[config.mk]
export PLATFORM = sky130hd
export DESIGN_NAME = rand_pkt_seq
export DESIGN_NICKNAME = d
export VERILOG_FILES = /design/src/rtl/rand_pkt_seq.sv
export SDC_FILE = /design/constraint.sdc
export NUM_CORES = 1
export LEC_CHECK = 0
export ABC_AREA = 1
export CORE_AREA = 2 2 112 114
export CTS_CLUSTER_SIZE = 14
export DETAILED_ROUTE_END_ITERATION = 12
export DIE_AREA = 0 0 114 116
export GPL_ROUTABILITY_DRIVEN = 0
export PLACE_DENSITY_LB_ADDON = 0.15
export SLEW_MARGIN = 10
export SYNTH_ARGS = -nofsm -noshare
export SYNTH_HDL_FRONTEND = slang
export SYNTH_SLANG_ARGS = --single-unit
[constraint.sdc]
create_clock -name clk -period 2.3 [get_ports clk]
set_clock_uncertainty 0.05 [all_clocks]
set_input_delay 0.23 -clock clk [delete_from_list [all_inputs] [get_ports clk]]
set_output_delay 0.23 -clock clk [all_outputs]
set_load 0.005 [all_outputs]
[src/rtl/rand_pkt_seq.sv]
// rand_pkt_seq: random-length packet generator driving an AXI4-Stream master.
//
// Each packet draws one 16-bit word from an external PRNG to pick its length,
// then draws DATA_WIDTH/16 words per beat to fill the payload.
//
// Ports:
//   clk, rst          clock (rising edge), synchronous active-high reset
//   start, num_pkts   one-cycle run request and packets per run (sampled on accept)
//   prng_en           advance strobe to the generator; prng_data consumed when high
//   prng_data         current generator output word
//   m_axis_*          AXI4-Stream master (tdata, tkeep, tvalid, tready, tlast)
//   busy              high from start acceptance until the run finishes
//   done              one-cycle pulse at the end of a run
//   pkts_sent         packets fully transferred in the current/last run

module rand_pkt_seq #(
    parameter int unsigned DATA_WIDTH    = 64,
    parameter int unsigned MAX_LEN_BYTES = 1024
) (
    input  logic                    clk,
    input  logic                    rst,
    input  logic                    start,
    input  logic [15:0]             num_pkts,
    output logic                    prng_en,
    input  logic [15:0]             prng_data,
    output logic [DATA_WIDTH-1:0]   m_axis_tdata,
    output logic [DATA_WIDTH/8-1:0] m_axis_tkeep,
    output logic                    m_axis_tvalid,
    input  logic                    m_axis_tready,
    output logic                    m_axis_tlast,
    output logic                    busy,
    output logic                    done,
    output logic [15:0]             pkts_sent
);

    localparam int unsigned BEAT_BYTES = DATA_WIDTH / 8;
    localparam int unsigned WORDS      = DATA_WIDTH / 16;
    localparam int unsigned WCW        = (WORDS > 1) ? $clog2(WORDS) : 1;

    localparam logic [WCW-1:0] LAST_WORD = WCW'(WORDS - 1);
    localparam logic [15:0]    LEN_MASK  = 16'(MAX_LEN_BYTES - 1);
    localparam logic [16:0]    BEAT_LEN  = 17'(BEAT_BYTES);

    typedef enum logic [2:0] {
        StIdle,
        StLen,
        StFill,
        StSend,
        StDone
    } state_e;

    state_e                  state_q, state_d;
    logic [15:0]             count_q, count_d;
    logic [15:0]             sent_q, sent_d;
    // Bytes still to send in the current packet, including the beat being built.
    logic [16:0]             rem_q, rem_d;
    logic [WCW-1:0]          wcnt_q, wcnt_d;
    logic [DATA_WIDTH-1:0]   data_q, data_d;

    logic                    is_last;
    logic [BEAT_BYTES-1:0]   keep;
    logic                    in_send;

    assign is_last = (rem_q <= BEAT_LEN);
    assign in_send = (state_q == StSend);

    // Byte enables: all ones except on the final beat, where only the low
    // `rem_q` bytes are valid.
    always_comb begin
        keep = '0;
        for (int i = 0; i < BEAT_BYTES; i++) begin
            keep[i] = !is_last || (17'(i) < rem_q);
        end
    end

    // Next-state logic.
    always_comb begin
        state_d = state_q;
        count_d = count_q;
        sent_d  = sent_q;
        rem_d   = rem_q;
        wcnt_d  = wcnt_q;
        data_d  = data_q;

        unique case (state_q)
            StIdle: begin
                if (start) begin
                    count_d = num_pkts;
                    sent_d  = '0;
                    state_d = (num_pkts == 16'd0) ? StDone : StLen;
                end
            end
            StLen: begin
                rem_d   = {1'b0, prng_data & LEN_MASK} + 17'd1;
                wcnt_d  = '0;
                state_d = StFill;
            end
            StFill: begin
                for (int k = 0; k < WORDS; k++) begin
                    if (wcnt_q == WCW'(k)) begin
                        data_d[16*k +: 16] = prng_data;
                    end
                end
                if (wcnt_q == LAST_WORD) begin
                    wcnt_d  = '0;
                    state_d = StSend;
                end else begin
                    wcnt_d = wcnt_q + 1'b1;
                end
            end
            StSend: begin
                if (m_axis_tready) begin
                    if (is_last) begin
                        sent_d  = sent_q + 16'd1;
                        state_d = (sent_q + 16'd1 == count_q) ? StDone : StLen;
                    end else begin
                        rem_d   = rem_q - BEAT_LEN;
                        state_d = StFill;
                    end
                end
            end
            StDone: begin
                state_d = StIdle;
            end
            default: begin
                state_d = StIdle;
            end
        endcase
    end

    always_ff @(posedge clk) begin
        if (rst) begin
            state_q <= StIdle;
            count_q <= '0;
            sent_q  <= '0;
            rem_q   <= '0;
            wcnt_q  <= '0;
            data_q  <= '0;
        end else begin
            state_q <= state_d;
            count_q <= count_d;
            sent_q  <= sent_d;
            rem_q   <= rem_d;
            wcnt_q  <= wcnt_d;
            data_q  <= data_d;
        end
    end

    // Outputs. Stream fields are forced to zero outside SEND so that idle and
    // reset present a clean bus; inside SEND they derive only from registers
    // and therefore hold steady under backpressure.
    always_comb begin
        m_axis_tvalid = in_send;
        m_axis_tlast  = in_send && is_last;
        m_axis_tkeep  = in_send ? keep : '0;
        m_axis_tdata  = '0;
        for (int i = 0; i < BEAT_BYTES; i++) begin
            if (in_send && keep[i]) begin
                m_axis_tdata[8*i +: 8] = data_q[8*i +: 8];
            end
        end
        prng_en   = (state_q == StLen) || (state_q == StFill);
        busy      = (state_q != StIdle);
        done      = (state_q == StDone);
        pkts_sent = sent_q;
    end

endmodule

==> summary.md <==
| Metric | Value |
|---|---|
| Status | finished with violations |
| Failing checks | negative setup slack |
| I/O Buffers | 128 |
| Area grow syn2layout | 51.8% |
| Syn_nets | 933 |
| DRT iter0 DRCs | 540 |
| Post-synth EDFFs | 0 |
| Dpl hpwl | 12600 µm |
| Synth area leader | dfxtp_1 |
| Synth area leaders | dfxtp_1 38%, a21oi_1 9.7%, o21ai_0 8.5% |
| Vias | 6986 |
| Highest routing layer actually used | met4 |
| CP cell instances | nor2_4, nand2_2, nor2_4, nand4_1, nand2_4, nand3_4, nand2_4, buf_6, inv_6, a21oi_4, buf_6, nor2_1, clkbuf_2 |
| Met2 Routed Length | 10100 µm |
| Cell variety after synth | 41 |
| Synth top area share | 38.3% |
| CP Data Arrival Time | 2.31 ns |
| DR pass1 iterations | 5 |
| Ant. Diodes | 0 |
| Skew-Pair Late Insertion Delay | 0.42 ns |
| Required time of the critical path | 2.02 ns |
| Cts hold-fix bufs | 0 |
| Initial antenna violation count | 0 |
| Post-route ant nets | 0 |
| Min-Delay Path Class | flop to flop |
| Fmax | 386 MHz |
| Final worst setup slack | -0.288 ns |
| Max-slew violations | 0 |
| Core area | 11900 µm² |
| Synth warnings | 0 |
| I/O pin count | ~130 |
| Top FF cell, synth | dfxtp_1 |
| Vias in the first global route | 6320 |
| Vias per inst | 5.46 |
| GRT Total Usage | 30.8% |
| PwrDens | 1180 nW/µm² |
| Cell area after synthesis | just over 6000 µm² |
| Avg Cell Area, Syn | 6.94 µm² |
| Pin count of the biggest net entering global routing | 51 |
| Avg WL per Cell | 16.6 µm |
| Yosys reg bits | 118 |
| Total leakage power | 3.90 nW |
| Fin. Hold Viols | 0 |
| CTS buffer count | 17 |
| Async S/R FF share, synth | 0% |
| Clock-pin slew of the registers on the worst-case setup and hold paths | roughly 0.05 ns |
| # DRC | 0 |
| Number of max-cap violations | 0 |
| Sequential cell area fraction in the yosys report | 38.3% |
| Layout net count | 1165 |
| Initial Util | ~52% |
| Slowest CP cell | dfxtp_2 |
| Post-Route WL | 21300 µm |
| Crit path largest cell delay | 0.34 ns |
| Crit. End Element | output pin |
| Post-Place Worst Slack | -0.0750 ns |
| Clock Path Buffers | 2 |
| CTS tree | built |
| Cell row count | 40 |
| Die Ht | 116 µm |
| Min cycle time layout | 2.59 ns |
| Crit path max fanout | 4 |
| Grt ovf | 0 |
| Mapped Cells | 888 |
| RSZ-0062 raised after global routing | true |
| Final worst-path cycle share | 113% |
| Least-Margin Pin Slew | 0.537 ns |
| DRT met1 WL | 8820 µm |
| Worst Setup Path Type | flop to output pin |
| CP bufs+invs | 4 |
| CP startpoint kind | flop |
| Setup violations, final | 74 |
| Delay-heaviest family, CP | simple AND/OR/NAND/NOR gates |
| Max_slew headroom | 64.2% |
| TNS Setup | -13.91 ns |
| First-pass GRT wire length | 31800 µm |
| Max VDD drop | between 0.9 and 1 mV |
| Root buf cell | clkbuf_16 |
| CTS Sinks | 118 |
| H-Tree Level Count | 4 |
| Die W | 114 µm |
| DIE AREA | 13200 µm² |
| Share of post-route cells with drive strength above 1 | between 30% and 40% |
| Routed wl met3 | roughly 1500 µm |
[flip-flops by register name, summed over array words and instances, names as in the netlist]
name,flops
count_q,16
data_q,64
pkts_sent,16
rem_q,17
state_q,3
wcnt_q,2
[synthesized netlist by cell type (3+ instances only)]
library cell  number
nor3_1            10
nor2_1           105
nor4_1             4
buf_4              3
a211oi_2           4
nand2_1          108
nor2_4             7
nor2_2            13
nand3_1           37
xor2_1             9
buf_6              3
inv_1            129
o21ai_0          105
xnor3_1            3
or2_2              3
nand2_2            6
a31oi_1            5
inv_2             13
a21oi_1          120
clkbuf_1          29
dfxtp_1          118
ha_1               9
o21ai_1            3
nand4_1           15
xnor2_1            5
[cells in the final DEF, fill, tap and decap left out, types with 4 or more instances in the layout]
| cell | instances |
|---|---|
| clkbuf_8 | 4 |
| a31oi_1 | 5 |
| dfxtp_2 | 10 |
| xnor2_1 | 5 |
| buf_6 | 35 |
| buf_2 | 29 |
| clkdlybuf4s15_2 | 7 |
| nand2_1 | 98 |
| nor2_1 | 69 |
| buf_4 | 83 |
| nand4_1 | 15 |
| clkbuf_16 | 18 |
| a211oi_2 | 4 |
| nand3_1 | 37 |
| nor2_2 | 28 |
| xor2_1 | 9 |
| o21ai_0 | 93 |
| o21ai_1 | 13 |
| buf_12 | 6 |
| clkinv_2 | 5 |
| a21oi_1 | 116 |
| clkdlybuf4s50_1 | 54 |
| buf_8 | 5 |
| inv_1 | 123 |
| nand2_2 | 10 |
| dfxtp_1 | 107 |
| inv_4 | 5 |
| a21oi_2 | 5 |
| clkbuf_2 | 28 |
| ha_1 | 7 |
| nor4_1 | 4 |
| inv_2 | 10 |
| nand2_4 | 7 |
| nor2_4 | 28 |
| nor3_1 | 9 |
[report_power, final]
group | internal, W | total (W) | switching (W)
Clock | 0.00181 | 0.00275 | 0.000939
Combinational | 0.00259 | 0.00558 | 0.00298
Sequential | 0.00245 | 0.00275 | 0.000307
Total | 0.00684 | 0.0111 | 0.00423
[cells by family (layout without fill, tap and decap cells)]
| group | count (synthesis) | after routing | synth area share (%) |
|---|---|---|---|
| AOI/OAI and AO/OA | 249 | 250 | 21.9 |
| adders and majority gates | 9 | 9 | 1.83 |
| DFF | 118 | 118 | 38.3 |
| xor gates and xnor gates | 17 | 17 | 3.09 |
| and+or+nand+nor | 315 | 315 | 23.2 |
| buffers and inverters | 180 | 424 | 11.6 |
[through the flow]
| step | utilization (%) | power [W] | instances | instance area [µm²] | hold slack, ns |
|---|---|---|---|---|---|
| 2_1_floorplan | - | 0.00499 | 888 | 6160 | 0.270 |
| 4_1_cts | 76.4 | 0.0105 | 1276 | 9100 | 0.401 |
| 5_1_grt | 78.5 | 0.0116 | 1280 | 9350 | 0.426 |
| 6_report | 78.5 | 0.0111 | 1280 | 9350 | 0.402 |
| 3_3_place_gp | 66.8 | 0.00628 | 1186 | 7950 | 0.383 |
| 3_5_place_dp | 66.8 | 0.00633 | 1186 | 7950 | 0.391 |
[timing repair]
action / 4_1_cts / 5_1_grt
pin swaps: 18 / 21
setup buffers: 56 / 16
setup endpoints to repair: 74 / 108
resized for setup: 270 / 170
cloned: 2 / 1
[worst paths after layout]
kind / to / slack (ns) / cells after the start / startpoint
max reg2reg: rem_q[15] / -0.26 / 17 / rem_q[7]
min reg2reg: data_q[27] / 0.40 / 2 / data_q[27]
max: m_axis_tdata[45] / -0.29 / 13 / rem_q[7]
min: data_q[27] / 0.40 / 2 / data_q[27]
[final cells by class]
class | instances | area (µm²)
Clock inverter | 9 | 123
Timing Repair Buffer | 249 | 2150
Tap cell | 147 | 184
Clock buffer | 23 | 488
Multi-Input combinational cell | 591 | 3440
Inverter | 142 | 573
Fill cell | 829 | 2560
Timing Repair inverter | 1 | 7.51
Sequential cell | 118 | 2380
[tightest hold or removal path: stages (launching register included)]
cell	delay, ns
dfxtp_1	0.30
inv_1	0.06
a21oi_1	0.05
[routing by layer]
layer	vias up	track usage (%)
met2	307	51.6
met3	89	5.70
met1	3234	39.1
li1	3356	-
met4	0	13.6
met5	-	0
Power figures use the tool's default switching activity.
